File: src/rtl/sppf_pkg.sv
// Shared types and helpers for the time-multiplexed SPPF stage sequencer.
package sppf_pkg;

  typedef enum logic [2:0] {
    PH_IDLE = 3'd0,
    PH_CV1  = 3'd1,
    PH_MP1  = 3'd2,
    PH_MP2  = 3'd3,
    PH_MP3  = 3'd4,
    PH_CV2  = 3'd5
  } phase_e;

  localparam logic [1:0] SLOT_CV1 = 2'd0;
  localparam logic [1:0] SLOT_Y1  = 2'd1;
  localparam logic [1:0] SLOT_Y2  = 2'd2;
  localparam logic [1:0] SLOT_Y3  = 2'd3;

  // Engine selects driven while a phase is active.
  typedef struct packed {
    logic [1:0] src;
    logic [1:0] dst;
    logic       conv_sel;
  } sel_t;

  // Selects for a phase; pool selects stay at 0 outside the pool phases.
  function automatic sel_t phase_sel(input phase_e ph);
    sel_t s;
    s = '0;
    case (ph)
      PH_MP1: begin s.src = SLOT_CV1; s.dst = SLOT_Y1; end
      PH_MP2: begin s.src = SLOT_Y1;  s.dst = SLOT_Y2; end
      PH_MP3: begin s.src = SLOT_Y2;  s.dst = SLOT_Y3; end
      PH_CV2: s.conv_sel = 1'b1;
      default: s = '0;
    endcase
    return s;
  endfunction

  // Concat slot filled when the phase completes (CV2 only reads).
  function automatic logic [3:0] slot_mask(input phase_e ph);
    case (ph)
      PH_CV1:  return 4'b0001 << SLOT_CV1;
      PH_MP1:  return 4'b0001 << SLOT_Y1;
      PH_MP2:  return 4'b0001 << SLOT_Y2;
      PH_MP3:  return 4'b0001 << SLOT_Y3;
      default: return 4'b0000;
    endcase
  endfunction

  // Run order cv1 -> mp1 -> mp2 -> mp3 -> cv2 -> idle.
  function automatic phase_e next_phase(input phase_e ph);
    case (ph)
      PH_CV1:  return PH_MP1;
      PH_MP1:  return PH_MP2;
      PH_MP2:  return PH_MP3;
      PH_MP3:  return PH_CV2;
      default: return PH_IDLE;
    endcase
  endfunction

  function automatic logic is_conv_phase(input phase_e ph);
    return (ph == PH_CV1) || (ph == PH_CV2);
  endfunction

  function automatic logic is_pool_phase(input phase_e ph);
    return (ph == PH_MP1) || (ph == PH_MP2) || (ph == PH_MP3);
  endfunction

endpackage

File: src/rtl/sppf_phase_timer.sv
// Per-phase wait counter: cleared on phase entry, counts idle wait cycles,
// flags expiry once the count reaches TIMEOUT and then holds there.
module sppf_phase_timer #(
  parameter int TIMEOUT = 65535,
  parameter int TMO_W   = 16
) (
  input  logic clk,
  input  logic rst,
  input  logic clr,
  input  logic en,
  output logic expired
);

  logic [TMO_W-1:0] cnt_q, cnt_d;

  assign expired = (cnt_q == TMO_W'(TIMEOUT));

  // Next count: clear wins, otherwise count up and stop at the limit.
  always_comb begin
    cnt_d = cnt_q;
    if (clr)
      cnt_d = '0;
    else if (en && !expired)
      cnt_d = cnt_q + TMO_W'(1);
  end

  // Counter register.
  always_ff @(posedge clk) begin
    if (rst)
      cnt_q <= '0;
    else
      cnt_q <= cnt_d;
  end

endmodule

File: src/rtl/sppf_ctrl.sv
// Sequencer for a time-multiplexed SPPF stage: one shared 1x1 conv engine and
// one shared 5x5 maxpool engine, four concat slots, run cv1->mp1->mp2->mp3->cv2.
module sppf_ctrl
  import sppf_pkg::*;
#(
  parameter int TIMEOUT = 65535,
  parameter int TMO_W   = 16,
  parameter int CNT_W   = 32
) (
  input  logic             clk,
  input  logic             rst,
  input  logic             start,
  input  logic             abort,
  output logic             busy,
  output logic             done,
  output logic             err,
  output logic [2:0]       phase,
  output logic             conv_start,
  output logic             conv_sel,
  input  logic             conv_done,
  output logic             pool_start,
  output logic [1:0]       pool_src,
  output logic [1:0]       pool_dst,
  input  logic             pool_done,
  output logic [3:0]       cat_valid,
  output logic [CNT_W-1:0] cycles
);

  phase_e           phase_q, phase_d;
  logic             conv_start_q, conv_start_d;
  logic             pool_start_q, pool_start_d;
  logic             done_q, done_d;
  logic             err_q, err_d;
  logic             conv_sel_q, conv_sel_d;
  logic [1:0]       pool_src_q, pool_src_d;
  logic [1:0]       pool_dst_q, pool_dst_d;
  logic [3:0]       cat_valid_q, cat_valid_d;
  logic [CNT_W-1:0] cycles_q, cycles_d;

  logic busy_w;
  logic eng_done;
  logic counted_done;
  logic tmr_clr, tmr_en, tmr_expired;
  sel_t sel_d;

  sppf_phase_timer #(
    .TIMEOUT (TIMEOUT),
    .TMO_W   (TMO_W)
  ) u_timer (
    .clk     (clk),
    .rst     (rst),
    .clr     (tmr_clr),
    .en      (tmr_en),
    .expired (tmr_expired)
  );

  assign busy_w = (phase_q != PH_IDLE);

  // Done from the engine owning the current phase; the other engine is ignored.
  // A done coinciding with the phase's start pulse is too early to be real.
  always_comb begin
    eng_done = 1'b0;
    if (is_conv_phase(phase_q))
      eng_done = conv_done;
    else if (is_pool_phase(phase_q))
      eng_done = pool_done;
    counted_done = eng_done && !(conv_start_q || pool_start_q);
  end

  // Next phase, status flags and counters, prioritised abort > timeout > done > start.
  always_comb begin
    phase_d     = phase_q;
    done_d      = 1'b0;
    err_d       = err_q;
    cat_valid_d = cat_valid_q;
    cycles_d    = cycles_q;
    tmr_clr     = 1'b0;
    tmr_en      = 1'b0;

    if (busy_w && (cycles_q != '1))
      cycles_d = cycles_q + CNT_W'(1);

    if (!busy_w) begin
      if (start && !abort) begin
        phase_d     = PH_CV1;
        cat_valid_d = '0;
        err_d       = 1'b0;
        // The accept cycle opens the run, so the final count equals the
        // start-to-done latency.
        cycles_d    = CNT_W'(1);
        tmr_clr     = 1'b1;
      end
    end else if (abort) begin
      phase_d = PH_IDLE;
    end else if (tmr_expired) begin
      phase_d = PH_IDLE;
      err_d   = 1'b1;
      done_d  = 1'b1;
    end else if (counted_done) begin
      cat_valid_d = cat_valid_q | slot_mask(phase_q);
      phase_d     = next_phase(phase_q);
      tmr_clr     = 1'b1;
      if (phase_q == PH_CV2)
        done_d = 1'b1;
    end else begin
      tmr_en = 1'b1;
    end

    // Selects follow the phase being entered and stay put while it lasts.
    sel_d        = phase_sel(phase_d);
    conv_sel_d   = sel_d.conv_sel;
    pool_src_d   = sel_d.src;
    pool_dst_d   = sel_d.dst;
    conv_start_d = (phase_d != phase_q) && is_conv_phase(phase_d);
    pool_start_d = (phase_d != phase_q) && is_pool_phase(phase_d);
  end

  // Control and status registers.
  always_ff @(posedge clk) begin
    if (rst) begin
      phase_q      <= PH_IDLE;
      conv_start_q <= 1'b0;
      pool_start_q <= 1'b0;
      done_q       <= 1'b0;
      err_q        <= 1'b0;
      conv_sel_q   <= 1'b0;
      pool_src_q   <= '0;
      pool_dst_q   <= '0;
      cat_valid_q  <= '0;
      cycles_q     <= '0;
    end else begin
      phase_q      <= phase_d;
      conv_start_q <= conv_start_d;
      pool_start_q <= pool_start_d;
      done_q       <= done_d;
      err_q        <= err_d;
      conv_sel_q   <= conv_sel_d;
      pool_src_q   <= pool_src_d;
      pool_dst_q   <= pool_dst_d;
      cat_valid_q  <= cat_valid_d;
      cycles_q     <= cycles_d;
    end
  end

  assign busy       = busy_w;
  assign done       = done_q;
  assign err        = err_q;
  assign phase      = phase_q;
  assign conv_start = conv_start_q;
  assign pool_start = pool_start_q;
  assign conv_sel   = conv_sel_q;
  assign pool_src   = pool_src_q;
  assign pool_dst   = pool_dst_q;
  assign cat_valid  = cat_valid_q;
  assign cycles     = cycles_q;

endmodule
File: config.mk
export PLATFORM = sky130hd
export DESIGN_NAME = sppf_ctrl
export DESIGN_NICKNAME = d
export VERILOG_FILES = /design/src/rtl/sppf_pkg.sv /design/src/rtl/sppf_phase_timer.sv /design/src/rtl/sppf_ctrl.sv
export SDC_FILE = /design/constraint.sdc
export NUM_CORES = 1
export LEC_CHECK = 0
export CAP_MARGIN = 30
export CORE_MARGIN = 5
export CORE_UTILIZATION = 55
export CTS_BUF_LIST = sky130_fd_sc_hd__clkbuf_4
export DETAILED_ROUTE_END_ITERATION = 10
export HOLD_SLACK_MARGIN = 0.12
export PLACE_DENSITY = 0.82
export SYNTH_ARGS = -nofsm -noshare
export SYNTH_HDL_FRONTEND = slang
export SYNTH_HIERARCHICAL = 1
export SYNTH_SLANG_ARGS = --single-unit
File: constraint.sdc
create_clock -name clk -period 3.9 [get_ports clk]
set_input_delay 0.78 -clock clk [delete_from_list [all_inputs] [get_ports clk]]
set_output_delay 0.78 -clock clk [all_outputs]
set_load 0.005 [all_outputs]
==> flow_summary.yaml <==
sta:
  hold_violations: 0
  min_period_ns: 3.22
  slew_viol_final: 0
  rsz0062_at_grt: "false"
  tightest_slew_ns: 0.691
  relSlewSlack: 0.533
  fin_tns_setup_ns: 0
  clock_skew_ns: 0.0185
  max_freq_mhz: 310
  setup_viol: 0
  period_share: 0.827
clock_network:
  cts_tree: "done"
  post_cts_buffers: 0
  cts.clk_slew.worst_paths_ns: 0.11
  numCtsBuffers: 9
  htree_levels: 3
  ctsHoldBuffers: 0
  cts_buffer_depth: 2
  cts.sinks: 64
  clock_latency_ns: 0.41
  cts_resized: 0
  root_buffer: "clkbuf_4"
global_route:
  grt_first_pass_wirelength_mm: 14.1
  antenna_found_initial: 0
  grt.total_usage: 0.230
  grt_max_degree: 31
  grt_pass1_vias: 2904
  grt-ovfl-total: 0
layout:
  nets: 460
  drive_gt1_frac: 0.101
  fillers: 503
  syn2layout_area_growth_pct: 20.8
  diodes: 0
  post-route-cell-area_um2: 4000
  mostFrequentLayoutCell: "dfxtp_1"
  final_cell_mix: "64 x dfxtp_1, 54 x clkdlybuf4s50_1, 35 x nor2_1"
power_and_ir_drop:
  ir_drop_v: 0.000184
  p_per_area_nw_per_um2: 274
  p_int_uw: 817
  sw_frac_of_total: 0.254
  pwr-share-seq: 0.602
  p_sw_uw: 279
  clockPowerShare: 0.346
  comb_power_share: 0.052
  leakage_nw: 1.31
yosys:
  syn_nets: 405
  synth_cell_type_count: 63
  netlist_instances: 397
  syn-cell-area_um2: 3310
  yosysSeqAreaShare: 0.387
  avgSynthCellArea_um2: 8.35
  ys.flop_type: "dfxtp_1"
  ys_seq_elements: 64
  synth_top_area_share: 0.387
  synthArstFlopShare: 0
  synth-edff-count: 0
  synth.largest_area_cell: "dfxtp_1"
  yosysWarnings: 6
  yosys-top-cells-area: "dfxtp_1 39%, a21oi_1 5.0%, or3_1 4.2%"
routing:
  vias: 3291
  vias_per_cell: 6.19
  wl_per_cell_um: 15.9
  ant_nets: 0
  drc: 0
  drtPass1Iterations: 5
  wirelength_mm: 8.48
  drt-initial-drc-count: 325
critical_path:
  regToRegEndpoint: "u_timer/cnt_q[11]"
  critical-path-max-stage-delay_ns: 0.72
  cpLargestDelayFamily: "simple AND/OR/NAND/NOR gates"
  cp.depth: 8
  cp-startpoint: "u_timer/cnt_q[0]"
  r2r_cells: 8
  cp.arrival_ns: 3.54
  crit_fanout: 13
  worstSetupEndpoint: "u_timer/cnt_q[11]"
  rr_startpoint: "u_timer/cnt_q[0]"
  slowest_stage: "nor4_2"
  rrSetupSlack_ns: 0.68
  crit_chain: "ha_1 -> nand4_1 -> nor4_2 -> nor3_1 -> o211ai_1 -> o21ai_0 -> or2_2 -> o41ai_1"
  cp-start-kind: "flop"
  critPathKind: "reg2reg"
  cp.required_ns: 4.21
  critPathCaptureType: "flop"
  cp_num_buf_inv: 0
min_path:
  min-delay-start: "cat_valid[0]"
  min_path_type: "reg2reg"
  holdPathStages: 2
placed_design:
  dpl_cell_area_um2: 3900
  portBuffers: 54
  gp_congestion: 0.892
  hpwlAfterDp_mm: 6.08
run_status:
  status: "complete, no violations"
floorplan:
  die_area_um2: 7680
  core_area_um2: 5890
  fp-row-count: 28
  die_h_um: 87.6
  ioPinCount: 55
  initial_utilization: 0.563
  die_x_um: 87.6
job:
  cap_violations: 0
## final cells by class
cell class	count	area (µm²)	area share
clock buffers	11	82.6	0.0206
clock inverters	5	23.8	0.00594
inverters	11	41.3	0.0103
multi-input cells	308	1910	0.477
flip-flops and latches	64	1280	0.320
well taps	75	93.8	0.0234
repair buffers	58	571	0.143
## power by group through the flow
| stage | clock network [mW] | registers, mW | logic (mW) |
|---|---|---|---|
| after global routing | 0.426 | 0.661 | 0.0628 |
| after floorplan | 0 | 0.673 | 0.0361 |
| after global placement | 0 | 0.675 | 0.0560 |
| after CTS | 0.389 | 0.660 | 0.0566 |
| final | 0.379 | 0.660 | 0.0571 |
| after detailed placement | 0 | 0.675 | 0.0565 |
## synth_stat cells (5+ instances only)
cell,instances
a21oi_1,33
and3_1,6
clkbuf_1,5
dfxtp_1,64
inv_1,10
nand2_1,34
nand3_1,21
nand4_1,20
nor2_1,35
nor3_1,9
o211ai_1,5
o21ai_0,26
o31ai_1,8
or2_2,6
or3_1,22
or4_1,8
xor2_1,5
## worst min-delay path, stage by stage (launching register included)
cell and delay [ns]:
dfxtp_1 0.32, nand2_1 0.05, o41ai_1 0.05
## cell families (layout without fill, tap and decap cells)
family          count (synthesis)  count (layout)  synth area share
xor+xnor                        8               8            0.0211
buf+inv                        25              85            0.0370
flops                          64              64             0.387
mux                             5               5            0.0166
compound gates                103             103             0.203
fa+ha+maj                       2               2           0.00755
simple gates                  190             190             0.328
## worst min-delay path by stage
stage | end | slack (ns)
6_report | cat_valid[0] | 0.46
3_5_place_dp | cat_valid[0] | 0.45
3_3_place_gp | flop | 0.46
2_1_floorplan | cat_valid[0] | 0.44
4_1_cts | cat_valid[0] | 0.47
5_1_grt | cat_valid[0] | 0.48
## metrics by stage
stage          utilization  cells  hold slack, ns  setup WS (ns)  power, mW
6_report             0.680    532           0.459          0.676       1.10
4_1_cts              0.680    532           0.466          0.704       1.11
2_1_floorplan            -    397           0.444          0.956      0.709
3_3_place_gp         0.662    516           0.456          0.656      0.731
5_1_grt              0.680    532           0.484          0.279       1.15
3_5_place_dp         0.662    516           0.447          0.564      0.731
## state kept, by name, indices dropped and copies added (netlist names), 2 cells and up, named ones only
register,flops
phase,3
cat_valid,3
cycles,32
u_timer/cnt_q,16
pool_src,2
pool_dst,2
## layer usage
metal	routed length, µm	up-vias	part of all wire	track usage
met5	0	-	0	0
met4	143	0	0.017	0.0893
met1	3950	1548	0.47	0.327
li1	-	1626	-	-
met3	486	12	0.057	0.0433
met2	3900	105	0.46	0.345
Note: power is estimated with default switching activity, not from simulation.
